--- src/rtl/vend_sequencer.sv ---
// vend_sequencer: coin credit, round-robin A/B selection, dispense handshake and unit-by-unit change return
module vend_sequencer #(
  parameter int PRICE_A    = 2,
  parameter int PRICE_B    = 3,
  parameter int CREDIT_MAX = 15,
  parameter int TIMEOUT    = 100
) (
  input  logic       clk,
  input  logic       reset,
  input  logic       coin_valid,
  input  logic [1:0] coin_value,
  input  logic       sel_a,
  input  logic       sel_b,
  input  logic       cancel,
  input  logic       disp_ready,
  output logic       disp_valid,
  output logic       disp_item,
  output logic       change_pulse,
  output logic       coin_reject,
  output logic       insufficient,
  output logic [3:0] credit,
  output logic       busy
);
  typedef enum logic [1:0] {IDLE, CREDIT, DISPENSE, CHANGE} state_t;
  localparam logic [3:0] PA    = 4'(PRICE_A);
  localparam logic [3:0] PB    = 4'(PRICE_B);
  localparam logic [4:0] CMAX  = 5'(CREDIT_MAX);
  localparam logic [7:0] TLAST = 8'(TIMEOUT - 1);
  state_t state, state_n;
  logic [3:0] credit_n;
  logic [7:0] timer, timer_n;
  logic [4:0] sum;
  logic rr_last, rr_last_n, item_n, reject_n, insuf_n;
  logic coin, accept, sel_any, elig_a, elig_b, grant, grant_b;
  // next state: cancel beats selection beats coin; timer only runs while waiting idle in CREDIT
  always_comb begin
    state_n   = state;
    credit_n  = credit;
    timer_n   = 8'd0;
    rr_last_n = rr_last;
    item_n    = disp_item;
    insuf_n   = 1'b0;
    accept    = 1'b0;
    coin      = coin_valid && coin_value != 2'd0;
    sum       = {1'b0, credit} + {3'b000, coin_value};
    sel_any   = sel_a || sel_b;
    elig_a    = sel_a && credit >= PA;
    elig_b    = sel_b && credit >= PB;
    grant     = elig_a || elig_b;
    grant_b   = elig_b && (!elig_a || !rr_last);
    case (state)
      IDLE: begin
        accept = coin && sum <= CMAX;
        if (accept) begin
          credit_n = sum[3:0];
          state_n  = CREDIT;
        end
      end
      CREDIT: begin
        if (cancel) state_n = CHANGE;
        else if (grant) begin
          state_n   = DISPENSE;
          item_n    = grant_b;
          rr_last_n = grant_b;
        end else begin
          insuf_n = sel_any;
          accept  = coin && sum <= CMAX;
          if (accept) credit_n = sum[3:0];
          if (!sel_any && !accept) begin
            if (timer == TLAST) state_n = CHANGE;
            else timer_n = timer + 8'd1;
          end
        end
      end
      DISPENSE: begin
        if (disp_ready) begin
          credit_n = credit - (disp_item ? PB : PA);
          state_n  = credit_n != 4'd0 ? CHANGE : IDLE;
        end
      end
      CHANGE: begin
        credit_n = credit == 4'd0 ? 4'd0 : credit - 4'd1;
        state_n  = credit <= 4'd1 ? IDLE : CHANGE;
      end
    endcase
    reject_n = coin && !accept;
  end
  // state and registered outputs; reset aborts any sale or refund at once
  always_ff @(posedge clk or posedge reset) begin
    if (reset) begin
      state        <= IDLE;
      credit       <= 4'd0;
      timer        <= 8'd0;
      rr_last      <= 1'b1;
      disp_item    <= 1'b0;
      disp_valid   <= 1'b0;
      change_pulse <= 1'b0;
      busy         <= 1'b0;
      coin_reject  <= 1'b0;
      insufficient <= 1'b0;
    end else begin
      state        <= state_n;
      credit       <= credit_n;
      timer        <= timer_n;
      rr_last      <= rr_last_n;
      disp_item    <= item_n;
      disp_valid   <= state_n == DISPENSE;
      change_pulse <= state_n == CHANGE;
      busy         <= state_n == DISPENSE || state_n == CHANGE;
      coin_reject  <= reject_n;
      insufficient <= insuf_n;
    end
  end
endmodule

--- config.mk ---
export PLATFORM = sky130hd
export DESIGN_NAME = vend_sequencer
export DESIGN_NICKNAME = d
export VERILOG_FILES = /design/src/rtl/vend_sequencer.sv
export SDC_FILE = /design/constraint.sdc
export NUM_CORES = 1
export LEC_CHECK = 0
export CAP_MARGIN = 10
export CORE_MARGIN = 4
export CORE_UTILIZATION = 31
export CTS_BUF_LIST = sky130_fd_sc_hd__clkbuf_4 sky130_fd_sc_hd__clkbuf_8
export CTS_CLUSTER_DIAMETER = 100
export DETAILED_ROUTE_END_ITERATION = 12
export SYNTH_ARGS = -nofsm -noshare
export SYNTH_HDL_FRONTEND = slang
export SYNTH_SLANG_ARGS = --single-unit
export TNS_END_PERCENT = 10
--- constraint.sdc ---
create_clock -name clk -period 2.9 [get_ports clk]
set_clock_uncertainty 0.1 [all_clocks]
set_input_delay 0.58 -clock clk [delete_from_list [all_inputs] [get_ports clk]]
set_output_delay 0.58 -clock clk [all_outputs]
set_load 0.05 [all_outputs]
==> impl.org, run 1 <==
** Run status
- Outcome :: completed

** Global routing
- Total routing resource utilization after global routing :: around an eighth
- Maximum number of pins on one net before global-route repair :: 21
- The number of antenna violations at the first check in global routing is 0.
- After global routing the overflow that remains totals 0.
- The first global-routing pass estimated approximately 5500 um of wire.
- Via count of the first global-routing pass :: roughly 1,200

** Setup path
- Buffers and inverters on the worst path :: 1
- Worst Path Class, Setup :: reg -> out
- Walking the worst path, the cells encountered are clkdlybuf4s50_1.
- At the worst endpoint, the arrival time is approximately 1900 ps.
- Among cell families on the critical path, the largest total delay comes from buffers and inverters.
- Required time reported for the critical path endpoint :: 2220 ps
- Element type at the critical path start :: flip-flop
- Delay of the slowest critical-path stage :: approximately 910 ps
- CP max stage cell :: sky130_fd_sc_hd__clkdlybuf4s50_1
- Largest driver fanout on the critical path :: 17
- The worst setup path is captured at a primary output.

** Clocking
- Clock slew at the register clock pins of the worst setup and hold paths :: ~80 ps
- Counting the buffers created by CTS gives 3.
- Clock Tree Root :: sky130_fd_sc_hd__clkbuf_8
- Post-CTS resize count :: 0
- CTS built an H-tree with a depth of 1.
- CTS tree :: yes
- Number of sinks handled by clock tree synthesis :: 20
- The later pin in the worst-skew pair is clocked with a latency of roughly 260 ps.
- Post-CTS Hold Fix Bufs :: 0
- Once the clock tree was built, the setup fixing pass inserted 0 buffers.
- The longest clock path from root to sink contains 2 buffers.

** Cells and area
- Final core utilization :: between 30% and 40%
- Fraction of final layout cells sized beyond drive strength 1 :: approximately 8%
- The number of antenna diodes in the final layout is 0.
- Nets :: ~180
- Area Overhead vs Synth :: 23.8%

** Power
- VDD IR max :: ~0.00056 V
- In this run the static leakage power is between 0.6 and 0.7 nW.
- Ratio of total power to cell area :: around 1100 mW/mm^2

** STA
- The max-slew violation total from the final report came to 0.
- Highest clock frequency the design can meet :: 394 MHz
- Across all setup checks in the final design, the least slack found is approximately 360 ps.
- Actual slew at the worst max-slew pin :: ~770 ps
- Setup total negative slack on the finished layout was measured at 0 ps.
- Setup repair after global routing missed its margin :: no
- The worst path needs 2540 ps of the cycle, external delays included.
- Relative slew margins :: between 40% and 50%
- Number of setup violations in the final report :: 0
- Fin crit share :: between 80% and 90%
- The number of hold-slack violations in the final timing report came to 0.

** Synth
- Yosys mapped the design onto 43 distinct sky130hd cell types.
- The cell count after synthesis came out at between 100 and 150.
- Number of nets produced by synthesis :: roughly 160
- Most used standard cells in the synthesized netlist :: sky130_fd_sc_hd__dfrtp_1, sky130_fd_sc_hd__nor2_1, sky130_fd_sc_hd__nand2_1
- Post-synthesis cell area :: roughly 0.0013 mm^2
- For this run, the leading register cell type out of synthesis is sky130_fd_sc_hd__dfrtp_1.
- Leading cell types by total area after synthesis :: sky130_fd_sc_hd__dfrtp_1, sky130_fd_sc_hd__nor2_1, sky130_fd_sc_hd__ha_1
- A synthesized cell averages between 8 and 9 um^2.
- sky130_fd_sc_hd__dfrtp_1 takes more of the synthesized area than any other cell.
- After synthesis the netlist holds a flip-flop and latch count of 20.
- Counting flops with an async set or reset pin after synthesis yields a share of 100%.
- For this run, the register share of the synthesized area comes to roughly two fifths.
- Warnings, synthesis :: 0
- EDFF count, synth :: 0
- Of the post-synthesis cell area, the dominant cell type holds 37.0%.

** Placement
- GP Congestion :: 0.916
- # port buffers :: 18
- OpenSTA, run right after detailed placement, puts the worst setup slack at roughly 130 ps.
- The wire-length estimate of the detail-placed layout is ~2400 um.

** Floorplan
- 19 I/O pins were placed.
- Once the floorplan was initialized, standard cells occupied 32.1% of the core.
- Chip Width :: between 70 and 80 um
- The die covers between 0.005 and 0.006 mm^2.
- Vertical extent of the die :: between 70 and 80 um
- Core Footprint :: approximately 0.0040 mm^2
- Rows :: 23

** Routing
- For this run, design rule violations remaining after detail routing come to 0.
- In this run the remaining antenna-violating nets after routing total 0.
- In the final routed layout, each cell accounts on average for 14.4 um.
- In this run, the number of DRC markers left after iteration 0 of detailed routing was 63.
- The first detailed-routing pass took 5 iterations.
- Routed vias/inst :: about 5.5
- Via count :: roughly 1,200
- Wire length reported by the detailed router :: 3120 um

** Job
- Number of max-cap violations :: 0

** Worst hold path
- Min-Delay Path Class :: reg -> reg
==> where the power goes <==
| group | internal [mW] | switching, mW |
|---|---|---|
| logic | 0.383 | 0.570 |
| clock network | 0.184 | 0.0990 |
| registers | 0.355 | 0.147 |
==> per-layer routing <==
metal / up-vias / wire [um] / global-route usage [%]
met5: - / 0 / 0
met3: 4 / 238 / 4.29
li1: 578 / - / -
met2: 45 / 1460 / 21.8
met4: 0 / 38 / 2.87
met1: 564 / 1380 / 16.4
==> metrics by stage <==
| stage | total power, mW | instances | hold slack, ps | area, um^2 |
|---|---|---|---|---|
| final | 1.74 | 216 | 366 | 1590 |
| after detailed placement | 1.46 | 212 | 355 | 1520 |
| after global placement | 1.44 | 212 | 352 | 1520 |
| after floorplan | 1.18 | 147 | 339 | 1280 |
| after global routing | 1.87 | 216 | 396 | 1590 |
| after CTS | 1.75 | 216 | 368 | 1590 |
==> registers in the layout, summed over array words and instances, names as in the netlist <==
name / cells
busy: 1
change_pulse: 1
coin_reject: 1
credit: 4
disp_item: 1
disp_valid: 1
insufficient: 1
rr_last: 1
state: 1
timer: 8
==> logic make-up after synthesis <==
kind of cell / Yosys count / synth area share [%]
AOI/OAI and AO/OA: 38 / 20.4
xor gates and xnor gates: 7 / 4.77
DFF: 20 / 39.0
buffers and inverters: 12 / 3.89
adders and majority gates: 6 / 6.43
and+or+nand+nor: 64 / 25.4
==> cell type report <==
class | count | area (um^2)
clock buffer | 3 | 41.3
clock inverter | 1 | 30.0
fill | 393 | 2410
inverter | 7 | 26.3
multi-input combinational | 115 | 733
sequential | 20 | 502
tap | 50 | 62.6
timing repair buffer | 20 | 195
==> layout by cell type, fill, tap and decap left out, drive strengths merged, types with 5 or more instances in the layout <==
cell type	count
nor2	19
nand2	14
xnor2	5
nand3	7
o21ai	7
a21oi	6
ha	5
nor3	7
clkdlybuf4s50	18
inv	7
dfrtp	19
==> final timing paths <==
kind | end | slack (ps) | from | cells after the start
worst max-delay path | credit[2] | 360 | credit[2] | 1
worst min register to register | rr_last | 370 | rr_last | 2
worst min-delay path | rr_last | 370 | rr_last | 2
max in group asynchronous | timer[4] | 1570 | reset | 2
worst max register to register | credit[3] | 610 | credit[0] | 6
min in group asynchronous | timer[3] | 650 | reset | 2
Power figures use the tool's default switching activity.
==> run 2, diff against run 1 <==
Settings changed: GPL_TIMING_DRIVEN set to 0.
==> run 2 against run 1 <==
Compared with the run above:
- maximum frequency is 0.73% lower
- sequential power shrank 11%
- via count decreased by 0.59%
- sequential share of layout area decreased by 0.17 points
- total power grew 0.87%
- combinational power rose by 7%
- non-clock buffer count up 3
- worst hold slack got worse by 4.9 ps
- register-to-register slack worse by 20 ps
- critical endpoint is now change_pulse
==> impl.org, run 2 (synthesized netlist as in run 1, its figures left out) <==
** Routing
- Avg WL per Cell :: 14.6 um
- Number of nets with antenna violations after routing :: 0
- Number of search-and-repair iterations in the first detailed-routing pass :: 4
- Wire length reported by the detailed router :: approximately 3200 um
- DR DRC count :: 0
- Routed vias/inst :: around 5.4
- For this block, the via count after detailed routing is between 1,000 and 1,500.
- The first routing iteration left 62 violations.

** Cells and area
- Post-route insts no fill :: ~220
- Layout Cell Area excl Fill :: 0.00160 mm^2
- In the layout the commonest cells are sky130_fd_sc_hd__nor2_1, sky130_fd_sc_hd__dfrtp_1, sky130_fd_sc_hd__clkdlybuf4s50_1, sky130_fd_sc_hd__nand2_1.
- The post-route netlist has between 8 and 9% of its cells at a drive strength greater than 1.
- Ant diodes :: 0
- More flip-flops sit in one register than any other, and that register is timer.
- Largest regs :: timer x8, credit x4
- Measured on the finished design, the core utilization comes to approximately two fifths.
- The register with the most flip-flops in the layout has 8 of them.
- For this run, the post-layout net count is about 190.
- Relative to the synthesized area, the layout overhead comes to 24.4%.

** Placement
- After detailed placement, the total cell area comes to 0.00153 mm^2.
- # port buffers :: 18
- Pre-CTS worst setup slack :: approximately 110 ps
- At the end of routability-driven placement, the weighted congestion stood at ~0.90.
- Including well taps, the total number of placed cells is about 220.
- DP HPWL :: 2390 um

** STA
- Post-layout worst setup margin :: approximately 340 ps
- Setup repair after global routing missed its margin :: no
- Actual slew at the worst max-slew pin :: just under 800 ps
- The number of hold-slack violations in the final timing report was 0.
- Number of setup violations in the final report :: 0
- Subtracting the final worst setup slack from the clock period gives about 2600 ps.
- Fin Setup TNS :: 0 ps
- Timing would allow up to just under 400 MHz.
- Headroom to the max-slew limit came out at between 40 and 50%.
- Max-slew violation count :: 0
- Fin crit share :: a little under 90%
- Hold Slack :: 361 ps

** Floorplan
- Boundary pin count :: 19
- Die area :: about 0.0052 mm^2
- For this configuration, the core starts out at a cell density of roughly 32%.
- The floorplan step set the die height to a little over 70 um.
- Rows :: 23
- Core Footprint :: 0.00400 mm^2
- From left edge to right edge, the die measures 72.4 um.

** Clocking
- The number of setup buffers added after CTS is 0.
- Clock Tree Root :: sky130_fd_sc_hd__clkbuf_8
- Skew-Pair Late Insertion Delay :: between 200 and 300 ps
- Counting along the longest clock path gives a buffer depth of 2.
- After clock tree synthesis, the flow added hold-fix buffers numbering 0.
- Number of sinks handled by clock tree synthesis :: 20
- Total CTS buffers :: 3
- TritonCTS built the clock tree.
- Number of H-tree levels :: 1
- In this run, post-CTS repair resized a total of 0 instances.
- Clock slew at the register clock pins of the worst setup and hold paths :: about 80 ps

** Setup path
- The signal on the critical path passes through clkdlybuf4s50_1 -> ha_1 -> fa_1 -> a31oi_1 -> nor4b_1 -> nor3_1 -> o21ai_0.
- Worst Path Class, Setup :: in -> reg
- Largest driver fanout on the critical path :: 4
- STA classifies the critical path startpoint as an input pin.
- For the worst setup path, the data arrival time is 2600 ps.
- On the worst path, the slowest cell contributes a delay of between 400 and 500 ps.
- Worst setup startpoint :: coin_value[0]
- R2r startpoint :: credit[0]
- Required time reported for the critical path endpoint :: 2940 ps
- CP max stage cell :: sky130_fd_sc_hd__clkdlybuf4s50_1
- STA classifies the critical path endpoint as a flip-flop.

** Global routing
- First-pass GRT wire length :: between 5000 and 6000 um
- Residual overflow from global routing :: 0
- The via count of the first global-routing pass came to between 1,000 and 1,500.
- Across every metal layer, demand over resource in global routing totals 12.9%.
- Entering global routing, the biggest net connects 21 pins.
- The number of antenna violations at the first check in global routing was 0.

** Job
- Number of max-cap violations :: 0

** Power
- The analysis attributes to cell leakage a power of between 0.6 and 0.7 nW.
- IR analysis of the VDD net gives a maximum drop of between 0.0005 and 0.0006 V.
- Total Power :: ~1.8 mW
- For this design the ratio of total power to cell area is between 1000 and 1500 mW/mm^2.

** Run status
- The flow ran to the end, and the final reports show no timing, DRC or antenna violations.

** Worst hold path
- Hold path start :: rr_last
- Min-Delay Path Class :: reg -> reg
==> run 2: changes by cell type in the layout (fill, tap and decap cells not counted) <==
cell                       before  now
sky130_fd_sc_hd__clkbuf_1       0    1
sky130_fd_sc_hd__buf_4          2    0
sky130_fd_sc_hd__buf_2          0    4
==> run 2: worst paths after layout <==
check / endpoint / cells past startpoint / slack (ps)
max in group asynchronous: timer[3] / 2 / 1560
setup reg to reg: change_pulse / 6 / 590
setup / recovery: change_pulse / 7 / 340
hold / removal: rr_last / 2 / 360
hold reg to reg: rr_last / 2 / 360
min in group asynchronous: credit[2] / 2 / 650
==> run 2: report_power, final <==
group / switching [mW] / total [mW] / internal, mW
combinational: 0.627 / 1.02 / 0.394
clock: 0.100 / 0.285 / 0.184
sequential: 0.0920 / 0.448 / 0.356
==> run 2: final cells by class <==
class	instances	area, um^2
Timing Repair Buffer	18	180
Clock inverter	1	30.0
Tap cell	50	62.6
Multi-Input combinational cell	115	733
Inverter	7	26.3
Clock buffer	3	41.3
Buffer	5	23.8
Sequential cell	20	502
Fill cell	391	2400
==> run 2: critical path: cells and delay by family <==
kind	cells	cell delay [ps]
AOI/OAI and AO/OA	2	520
and+or+nand+nor	2	390
adders and majority gates	2	660
buffers and inverters	1	430
==> run 2: metal layers <==
layer	GRT usage, %	part of all wire [%]
met5	0	0
met4	3.69	1.2
met3	2.91	5.8
met1	17.8	47
met2	20.3	46
==> run 3, diff against run 2 <==
Settings changed: CORE_MARGIN 4 to unset.
==> run 3 against run 2 <==
Compared with the run above:
- clock power decreased by 27%
- routed wire length decreased by 2.7%
- maximum frequency increased by 0.10%
- critical path type unchanged
- critical endpoint is now credit[3]
- largest cell class unchanged
==> impl.org, run 3 (synthesized netlist as in run 1, its figures left out) <==
** Run status
- Outcome :: completed

** Cells and area
- In the final layout, the registers with the most flip-flops are timer x8, credit x4.
- Relative to the synthesized area, the layout overhead comes to 23.2%.
- Fraction of final layout cells sized beyond drive strength 1 :: 8.88%
- Nets :: ~190
- The register with the most flip-flops in the layout has 8 of them.
- The number of antenna diodes in the final layout is 0.
- Number of filler instances in the final layout :: between 400 and 500
- The library cells used most frequently in the layout, excluding fill and tap cells, are sky130_fd_sc_hd__nor2_1, sky130_fd_sc_hd__dfrtp_1, sky130_fd_sc_hd__clkdlybuf4s50_1, sky130_fd_sc_hd__nand2_1.
- Register with the most flip-flops :: timer

** Clocking
- Maximum clock path buffer count :: 2
- In this run the number of H-tree levels came out at 1.
- Clock tree synthesis found a total of 20 sinks.
- Clock slew at the register clock pins of the worst setup and hold paths :: ~70 ps
- In this run the clock root is driven by a sky130_fd_sc_hd__clkbuf_8.
- Once the clock tree was built, the setup fixing pass inserted 0 buffers.
- TritonCTS built the clock tree.
- TritonCTS created 3 clock buffers.
- For this design, the CTS-stage hold fixing added 0 buffers.
- For the worst-skew pair, the clock arrives at the later sink with an insertion delay of 250 ps.
- Once the clock tree was built, the resizer swapped 0 gates to a different size.

** Routing
- Number of search-and-repair iterations in the first detailed-routing pass :: 4
- In the final routed layout, each cell accounts on average for between 10 and 15 um.
- DR DRC count :: 0
- The final layout contains routed wiring with a total length of a little over 3000 um.
- The routed layout has 1,209 vias.
- Routed vias/inst :: 5.52
- Detailed router's first-iteration violation count :: 90
- Once detail routing completed, the nets flagged for antenna violations numbered 0.

** STA
- Number of setup violations in the final report :: 0
- Subtracting the final worst setup slack from the clock period gives around 2600 ps.
- Hold Vio Cnt, Final :: 0
- Setup repair after global routing missed its margin :: no
- The max-slew violation total from the final report was 0.
- In this run the tightest slew margin relative to its limit is around half.
- For the final routed database, the setup TNS stands at 0 ps.
- Fin crit share :: between 80% and 90%
- For this run, the top clock speed supported by timing is a little under 400 MHz.
- For the pin with the worst max-slew slack, the measured transition is 752 ps.

** Global routing
- Residual overflow from global routing :: 0
- Number of antenna violations at the first check in global routing :: 0
- Via count of the first global-routing pass :: 1,126
- First-pass GRT wire length :: 5240 um
- Global routing consumed, over all layers together, around 16% of the routing resources.
- Entering global routing, the biggest net connects 21 pins.

** Power
- VDD sags by at most around 0.00046 V.
- Summed over all nets, the switching power comes to 0.807 mW.
- Share of total power in the clock network :: between 10% and 20%
- Ratio of total power to cell area :: ~1100 mW/mm^2
- Total Power :: ~1.7 mW
- Per report_power, the combinational group accounts for 60.7% of the total.
- Sw Share :: between 40% and 50%
- Per report_power, the sequential group accounts for between 20% and 30% of the total.
- Internal power :: 0.871 mW
- Leakage power of the design :: ~0.64 nW

** Setup path
- Grouping stages by cell kind, the critical path spends the most delay in compound AO/OA/AOI/OAI gates.
- Worst EP arrival :: between 2000 and 3000 ps
- Delay of the slowest critical-path stage :: roughly 440 ps
- Element type at the critical path start :: input pin
- Required time reported for the critical path endpoint :: between 2000 and 3000 ps
- On the critical path, the stage with the largest delay is an instance of sky130_fd_sc_hd__fa_1.
- STA classifies the critical path endpoint as a flip-flop.
- Buffers and inverters on the worst path :: 1
- The worst setup path is of the in -> reg kind.
- For flop-to-flop paths, the worst setup slack is 600 ps.
- Cell-by-cell listing of the critical path :: clkdlybuf4s50_1 -> ha_1 -> fa_1 -> a31o_2 -> o21ba_2 -> a311o_1 -> nand3_1
- Largest driver fanout on the critical path :: 7

** Placement
- At the end of routability-driven placement, the weighted congestion stood at 0.863.
- DP HPWL :: between 2000 and 2500 um
- # port buffers :: 18

** Floorplan
- Vertical extent of the die :: roughly 66 um
- In this run the standard cell core region covers 0.00400 mm^2.
- Row generation in the floorplan step produced 23 rows.
- Die area :: roughly 0.0044 mm^2
- Pin placement for this block handled 19 I/O pins.
- Effective utilization at floorplan :: approximately a third
- Chip Width :: around 66 um

** Worst hold path
- Min-Delay Path Class :: reg -> reg

** Job
- Number of max-cap violations :: 0
run 3: final timing paths:
kind | endpoint | cells after the start | startpoint
min in group asynchronous | state[0] | 2 | reset
max in group asynchronous | timer[0] | 2 | reset
setup reg to reg | credit[3] | 6 | credit[0]
hold reg to reg | rr_last | 2 | rr_last
setup / recovery | credit[3] | 7 | coin_value[0]
hold / removal | rr_last | 2 | rr_last
run 3: through the flow:
step | utilization [%] | std cells | hold WS [ps] | area [um^2] | worst slack [ps]
floorplan | - | 147 | 339 | 1280 | 526
global placement | 38.2 | 215 | 350 | 1530 | 132
detailed placement | 38.2 | 215 | 349 | 1530 | 85.6
CTS | 39.6 | 219 | 361 | 1580 | 341
global route | 39.6 | 219 | 402 | 1580 | 254
finish | 39.6 | 219 | 363 | 1580 | 343
run 3: routing by layer:
metal	wire length (um)	up-vias	global-route usage [%]
met4	15	0	3.19
met1	1450	570	21.8
li1	-	590	-
met2	1490	45	24.7
met3	156	4	2.76
met5	0	-	0
run 3: layout make-up:
class	count	area, um^2	share of cell area, %
timing repair buffer	18	180	11.4
multi-input combinational	115	733	46.3
tap	50	62.6	3.95
inverter	7	26.3	1.66
buffer	5	23.8	1.50
sequential	20	502	31.7
clock buffer	4	55.1	3.48
run 3: power by group through the flow:
stage                     combinational (mW)  sequential, mW  clock (mW)
after global routing                    1.11           0.464       0.228
after global placement                 0.997           0.452           0
after floorplan                        0.566           0.619           0
after detailed placement                1.01           0.453           0
final                                   1.02           0.450       0.209
after CTS                               1.02           0.450       0.213
run 3: worst register-to-register path, stage by stage, from the launching register on:
cell and delay [ps]:
sky130_fd_sc_hd__dfrtp_1 480, sky130_fd_sc_hd__ha_1 250, sky130_fd_sc_hd__fa_1 440, sky130_fd_sc_hd__a31o_2 340
sky130_fd_sc_hd__o21ba_2 230, sky130_fd_sc_hd__a311o_1 310, sky130_fd_sc_hd__nand3_1 90
